File: config.mk
export PLATFORM = sky130hd
export DESIGN_NAME = ps2_key_decoder
export DESIGN_NICKNAME = d
export VERILOG_FILES = /design/src/rtl/ps2_key_decoder.sv
export SDC_FILE = /design/constraint.sdc
export NUM_CORES = 1
export LEC_CHECK = 0
export CORE_MARGIN = 5
export CORE_UTILIZATION = 45
export DETAILED_ROUTE_END_ITERATION = 8
export PLACE_DENSITY_LB_ADDON = 0.05
export SLEW_MARGIN = 20
export SYNTH_ARGS = -nofsm -noshare
export SYNTH_HDL_FRONTEND = slang
export SYNTH_SLANG_ARGS = --single-unit
export TNS_END_PERCENT = 5
File: constraint.sdc
create_clock -name CLK_25MHZ -period 2.18 [get_ports CLK_25MHZ]
set_input_delay 0.545 -clock CLK_25MHZ [delete_from_list [all_inputs] [get_ports CLK_25MHZ]]
set_output_delay 0.545 -clock CLK_25MHZ [all_outputs]
set_load 0.03 [all_outputs]
File: src/rtl/ps2_key_decoder.sv
// PS/2 keyboard front end: synchronises and deglitches the pins, deframes 11-bit frames and
// folds set-2 E0/F0 prefixes into single key events with one-cycle strobes.
`timescale 1ns/1ps

module ps2_key_decoder #(
    parameter int unsigned FILTER_LEN     = 4,
    parameter int unsigned TIMEOUT_CYCLES = 5000
) (
    input  logic       CLK_25MHZ,
    input  logic       RESET,
    input  logic       PS2_CLK,
    input  logic       PS2_DATA,
    output logic       KEY_VALID,
    output logic [7:0] KEY_CODE,
    output logic       KEY_EXTENDED,
    output logic       KEY_RELEASED,
    output logic       FRAME_ERROR
);

    localparam int unsigned TCW = $clog2(TIMEOUT_CYCLES + 1);
    localparam logic [3:0]     FILT_LAST = 4'(FILTER_LEN - 1);
    localparam logic [TCW-1:0] TMO_LAST  = TCW'(TIMEOUT_CYCLES - 1);
    localparam logic [7:0]     BYTE_EXT  = 8'hE0;
    localparam logic [7:0]     BYTE_REL  = 8'hF0;

    typedef enum logic [1:0] {
        S_IDLE,
        S_DATA,
        S_PARITY,
        S_STOP
    } state_e;

    // Synchroniser and filter state
    logic           clk_s1_q, clk_s2_q, data_s1_q, data_s2_q;
    logic           filt_clk_q, filt_clk_d;
    logic           filt_prev_q;
    logic [3:0]     filt_cnt_q, filt_cnt_d;
    logic           fall;

    // Frame deframer state
    state_e         state_q, state_d;
    logic [2:0]     bit_cnt_q, bit_cnt_d;
    logic [7:0]     shift_q, shift_d;
    logic           par_q, par_d;
    logic [TCW-1:0] tmo_q, tmo_d;
    logic           byte_good;

    // Prefix flags and registered outputs
    logic           ext_q, ext_d;
    logic           rel_q, rel_d;
    logic           key_valid_q, key_valid_d;
    logic [7:0]     key_code_q, key_code_d;
    logic           key_ext_q, key_ext_d;
    logic           key_rel_q, key_rel_d;
    logic           frame_error_q, frame_error_d;

    // The filtered clock only flips after FILTER_LEN straight cycles of disagreement.
    always_comb begin
        // NOTE: every combinational output gets a default first so no latch is inferred.
        filt_clk_d = filt_clk_q;
        filt_cnt_d = '0;
        if (clk_s2_q != filt_clk_q) begin
            if (filt_cnt_q == FILT_LAST) begin
                filt_clk_d = clk_s2_q;
            end else begin
                filt_cnt_d = filt_cnt_q + 4'd1;
            end
        end
    end

    assign fall = filt_prev_q & ~filt_clk_q;

    always_comb begin
        state_d       = state_q;
        bit_cnt_d     = bit_cnt_q;
        shift_d       = shift_q;
        par_d         = par_q;
        tmo_d         = tmo_q;
        byte_good     = 1'b0;
        frame_error_d = 1'b0;

        if (state_q == S_IDLE || fall) begin
            tmo_d = '0;
        end else if (tmo_q == TMO_LAST) begin
            tmo_d         = '0;
            state_d       = S_IDLE;
            frame_error_d = 1'b1;
        end else begin
            tmo_d = tmo_q + TCW'(1);
        end

        if (fall) begin
            unique case (state_q)
                S_IDLE: begin
                    if (!data_s2_q) begin
                        state_d   = S_DATA;
                        bit_cnt_d = '0;
                    end
                end
                S_DATA: begin
                    shift_d   = {data_s2_q, shift_q[7:1]};
                    bit_cnt_d = bit_cnt_q + 3'd1;
                    if (bit_cnt_q == 3'd7) begin
                        state_d = S_PARITY;
                    end
                end
                S_PARITY: begin
                    par_d   = data_s2_q;
                    state_d = S_STOP;
                end
                S_STOP: begin
                    state_d = S_IDLE;
                    // Odd parity: data bits plus parity bit must XOR to 1.
                    if (data_s2_q && (^{shift_q, par_q})) begin
                        byte_good = 1'b1;
                    end else begin
                        frame_error_d = 1'b1;
                    end
                end
                default: state_d = S_IDLE;
            endcase
        end
    end

    always_comb begin
        ext_d       = ext_q;
        rel_d       = rel_q;
        key_valid_d = 1'b0;
        key_code_d  = key_code_q;
        key_ext_d   = key_ext_q;
        key_rel_d   = key_rel_q;

        if (frame_error_d) begin
            ext_d = 1'b0;
            rel_d = 1'b0;
        end else if (byte_good) begin
            if (shift_q == BYTE_EXT) begin
                ext_d = 1'b1;
            end else if (shift_q == BYTE_REL) begin
                rel_d = 1'b1;
            end else begin
                key_valid_d = 1'b1;
                key_code_d  = shift_q;
                key_ext_d   = ext_q;
                key_rel_d   = rel_q;
                ext_d       = 1'b0;
                rel_d       = 1'b0;
            end
        end
    end

    // Pins idle high, so the synchronisers and filter reset to 1 to avoid a false edge.
    always_ff @(posedge CLK_25MHZ or posedge RESET) begin
        if (RESET) begin
            clk_s1_q      <= 1'b1;
            clk_s2_q      <= 1'b1;
            data_s1_q     <= 1'b1;
            data_s2_q     <= 1'b1;
            filt_clk_q    <= 1'b1;
            filt_prev_q   <= 1'b1;
            filt_cnt_q    <= '0;
            state_q       <= S_IDLE;
            bit_cnt_q     <= '0;
            shift_q       <= '0;
            par_q         <= 1'b0;
            tmo_q         <= '0;
            ext_q         <= 1'b0;
            rel_q         <= 1'b0;
            key_valid_q   <= 1'b0;
            key_code_q    <= '0;
            key_ext_q     <= 1'b0;
            key_rel_q     <= 1'b0;
            frame_error_q <= 1'b0;
        end else begin
            // NOTE: non-blocking assignments so every flop samples pre-edge values.
            clk_s1_q      <= PS2_CLK;
            clk_s2_q      <= clk_s1_q;
            data_s1_q     <= PS2_DATA;
            data_s2_q     <= data_s1_q;
            filt_clk_q    <= filt_clk_d;
            filt_prev_q   <= filt_clk_q;
            filt_cnt_q    <= filt_cnt_d;
            state_q       <= state_d;
            bit_cnt_q     <= bit_cnt_d;
            shift_q       <= shift_d;
            par_q         <= par_d;
            tmo_q         <= tmo_d;
            ext_q         <= ext_d;
            rel_q         <= rel_d;
            key_valid_q   <= key_valid_d;
            key_code_q    <= key_code_d;
            key_ext_q     <= key_ext_d;
            key_rel_q     <= key_rel_d;
            frame_error_q <= frame_error_d;
        end
    end

    assign KEY_VALID    = key_valid_q;
    assign KEY_CODE     = key_code_q;
    assign KEY_EXTENDED = key_ext_q;
    assign KEY_RELEASED = key_rel_q;
    assign FRAME_ERROR  = frame_error_q;

endmodule

==> flow_summary.toml <==
[cells_and_area]
finalInstanceArea_um2 = 2666
finish.utilization = 0.5254
layout.nets = 218
fill_cells = 476
seqCellArea_um2 = 1284
drive_gt1_frac = 0.1801
area_growth_pct = 14.39
num_antenna_cells = 0
multi_input_comb_area_um2 = 993.5

[logic_synthesis]
ys_seq_area_frac = 0.5507
synth.distinct_cells = 36
synth_edf_count = 0
yosys_warnings = 0
ys_seq_elements = 51
syn_inst = 191
synthArstFlopShare = 1.000
syn-cell-area_um2 = 2331
synth_fp_nets = 199
synth-main-ff-cell = "dfrtp_1"
syn-mean-instance-area_um2 = 12.20

[cts]
tritoncts_num_sinks = 51
clk_pin_slew_ns = 0.09
cts_made_buffers = 5
clk_latency_ns = 0.30
cts_tree = "done"
cts-root-buf = "clkbuf_8"
clockBufferDepth = 2
h-tree-depth = 2
cts_resized = 0
hold_buffers = 0
cts_setup_buffers = 0

[power_and_ir_drop]
vdd_drop_max_mv = 0.4605
combPwrFrac = 0.293
power.switching_mw = 0.8035
clkPwrFrac = 0.201
powerDensity_nw_per_um2 = 958.1
pwr-share-seq = 0.506
p_int_mw = 1.751
netSwitchingFraction = 0.3145
p_leak_nw = 1.176

[floorplanning]
die_h_um = 81.97
die_w_um = 81.97
ioPinCount = 16
core_um2 = 5075
num_rows = 26
fp.dieArea_um2 = 6719
initial_utilization = 0.4593

[global_routing]
grt_overflow = 0
grt_max_degree = 52
grt_pass1_wl_mm = 6.927
grt_usage = 0.1347
grt_pass1_vias = 1484
antenna_found_initial = 0

[critical_path]
critPathSlowestCell = "or4_1"
crit_path_start_kind = "register"
worstSetupPathType = "reg2reg"
crit_path_cell_trace = "or4_1 > o2111ai_1 > mux2i_1 > buf_12 > mux2_4"
crit_required_ns = 2.36
worst_ep_arrival_time_ns = 2.15
path_max_fanout = 11
cp_slowest_stage_delay_ns = 0.58
crit_path_end_kind = "register"

[worst_hold_path]
hold_class = "reg2reg"

[placed_design]
pre_cts_ws_ns = 0.2345
port_buffers = 15
place_area_um2 = 2585
place_hpwl_mm = 2.698
gp_congestion = 0.8188

[detailed_routing]
via_count = 1428
drt_iter0_drc = 26
wl_per_cell_um = 13.95
drc_errors = 0
via_per_inst = 5.082
drt_first_pass_iters = 4
routed_wl_mm = 3.919
drtAntennaViolNets = 0

[sta]
max_freq_ghz = 0.5086
grt_setup_unrepaired = "false"
relSlewSlack = 0.7068
final_hold_viol_count = 0
worstMarginPinSlew_ns = 0.4357
fin_ws_ns = 0.2137
finalCritPeriodShare = 0.9020
finClkSkew_ns = 0.003489
fin_setup_tns_ns = 0
fin_crit_ns = 1.966
drv_slew = 0
setup_viol = 0

[run]
max_cap_viol_count = 0

[status]
run_status = "finished clean"
[final timing paths]
check,from,endpoint,slack (ns),cells after the start
setup / recovery,shift_q[1],KEY_EXTENDED,0.21,5
hold / removal,clk_s1_q,clk_s2_q,0.36,0
setup reg to reg,shift_q[1],KEY_EXTENDED,0.21,5
hold reg to reg,clk_s1_q,clk_s2_q,0.36,0
max in group asynchronous,RESET,data_s2_q,1.32,3
min in group asynchronous,RESET,filt_cnt_q[1],0.60,3
[layout by cell type (no fill, tap or decap), types with 2 or more instances in the layout]
| cell | n |
|---|---|
| a21oi_1 | 8 |
| a22o_1 | 2 |
| and3_1 | 2 |
| and4b_1 | 3 |
| buf_12 | 2 |
| clkbuf_1 | 2 |
| clkbuf_8 | 5 |
| clkdlybuf4s50_1 | 15 |
| dfrtp_1 | 45 |
| dfstp_2 | 6 |
| ha_1 | 4 |
| inv_1 | 5 |
| mux2_2 | 11 |
| mux2_4 | 9 |
| nand2_1 | 8 |
| nand2b_1 | 2 |
| nand3_1 | 11 |
| nor2_1 | 18 |
| nor2b_1 | 2 |
| nor3_1 | 7 |
| nor3b_1 | 3 |
| nor4_1 | 5 |
| o2111ai_1 | 2 |
| o21ai_0 | 2 |
| or4b_2 | 2 |
| xnor2_1 | 13 |
| xnor3_1 | 2 |
| xor2_1 | 4 |
[sequential cells by signal, indices dropped and copies added, names as in the netlist, 2 cells and up]
name,flops
KEY_CODE,8
bit_cnt_q,3
filt_cnt_q,4
shift_q,8
state_q,2
tmo_q,13
[per-stage QoR]
step	power (mW)	hold WS [ns]	cells
6_report	2.555	0.3587	281
5_1_grt	2.743	0.3650	281
4_1_cts	2.594	0.3603	281
3_5_place_dp	2.072	0.3472	273
3_3_place_gp	2.047	0.3457	273
2_1_floorplan	1.908	0.3452	191
[metal layers]
layer  vias up  global-route usage  wire [um]
met2        23              0.2197       1928
met5         -                   0          0
met1       696              0.1732       1807
met3         5             0.03618        143
li1        704                   -          -
met4         0             0.04485         38
[final cells by class]
cell class | instances | area share
multi-input cells | 128 | 0.3726
inverters | 6 | 0.008447
repair buffers | 18 | 0.07414
clock buffers | 7 | 0.02863
flip-flops and latches | 51 | 0.4815
clock inverters | 1 | 0.001877
well taps | 70 | 0.03285
[power groups by stage]
| stage | logic, mW | registers, mW | clock network (mW) |
|---|---|---|---|
| floorplan | 0.657 | 1.25 | 0 |
| global placement | 0.746 | 1.30 | 0 |
| detailed placement | 0.761 | 1.31 | 0 |
| CTS | 0.760 | 1.29 | 0.540 |
| global route | 0.842 | 1.32 | 0.582 |
| finish | 0.747 | 1.29 | 0.515 |
[worst max-delay path, delay by kind of cell (launching register included)]
family / cells / cell delay, ns
buf+inv: 1 / 0.17
simple gates: 1 / 0.58
flops: 1 / 0.43
compound gates: 1 / 0.24
mux: 2 / 0.44
[Yosys cell counts, types with 2 or more instances]
| cell type | instances | area, um2 |
|---|---|---|
| nand2_1 | 8 | 30.03 |
| clkbuf_1 | 3 | 11.26 |
| nand2b_1 | 2 | 12.51 |
| ha_1 | 4 | 50.05 |
| a22o_1 | 2 | 17.52 |
| xnor3_1 | 2 | 45.04 |
| and4b_1 | 3 | 30.03 |
| nand3_1 | 11 | 55.05 |
| xor2_1 | 4 | 35.03 |
| o2111ai_1 | 2 | 17.52 |
| a21oi_1 | 8 | 40.04 |
| nor2b_1 | 2 | 12.51 |
| or4b_2 | 2 | 20.02 |
| dfstp_2 | 6 | 157.7 |
| nor2_1 | 18 | 67.56 |
| dfrtp_1 | 45 | 1126 |
| xnor2_1 | 13 | 113.9 |
| nor4_1 | 5 | 31.28 |
| mux2_2 | 11 | 123.9 |
| and3_1 | 2 | 12.51 |
| nor3b_1 | 3 | 22.52 |
| o21ai_0 | 2 | 10.01 |
| mux2_4 | 9 | 135.1 |
| inv_1 | 6 | 22.52 |
| nor3_1 | 7 | 35.03 |
[kinds of logic (layout without fill, tap and decap cells)]
group / count (synthesis) / after routing / share of synthesized area
buffers and inverters: 12 / 32 / 0.02308
muxes: 21 / 21 / 0.1154
xor gates and xnor gates: 20 / 20 / 0.09339
AOI/OAI and AO/OA: 16 / 16 / 0.04295
DFF: 51 / 51 / 0.5507
adders and majority gates: 4 / 4 / 0.02147
and+or+nand+nor: 67 / 67 / 0.1530
(Power assumes the default switching activity.)
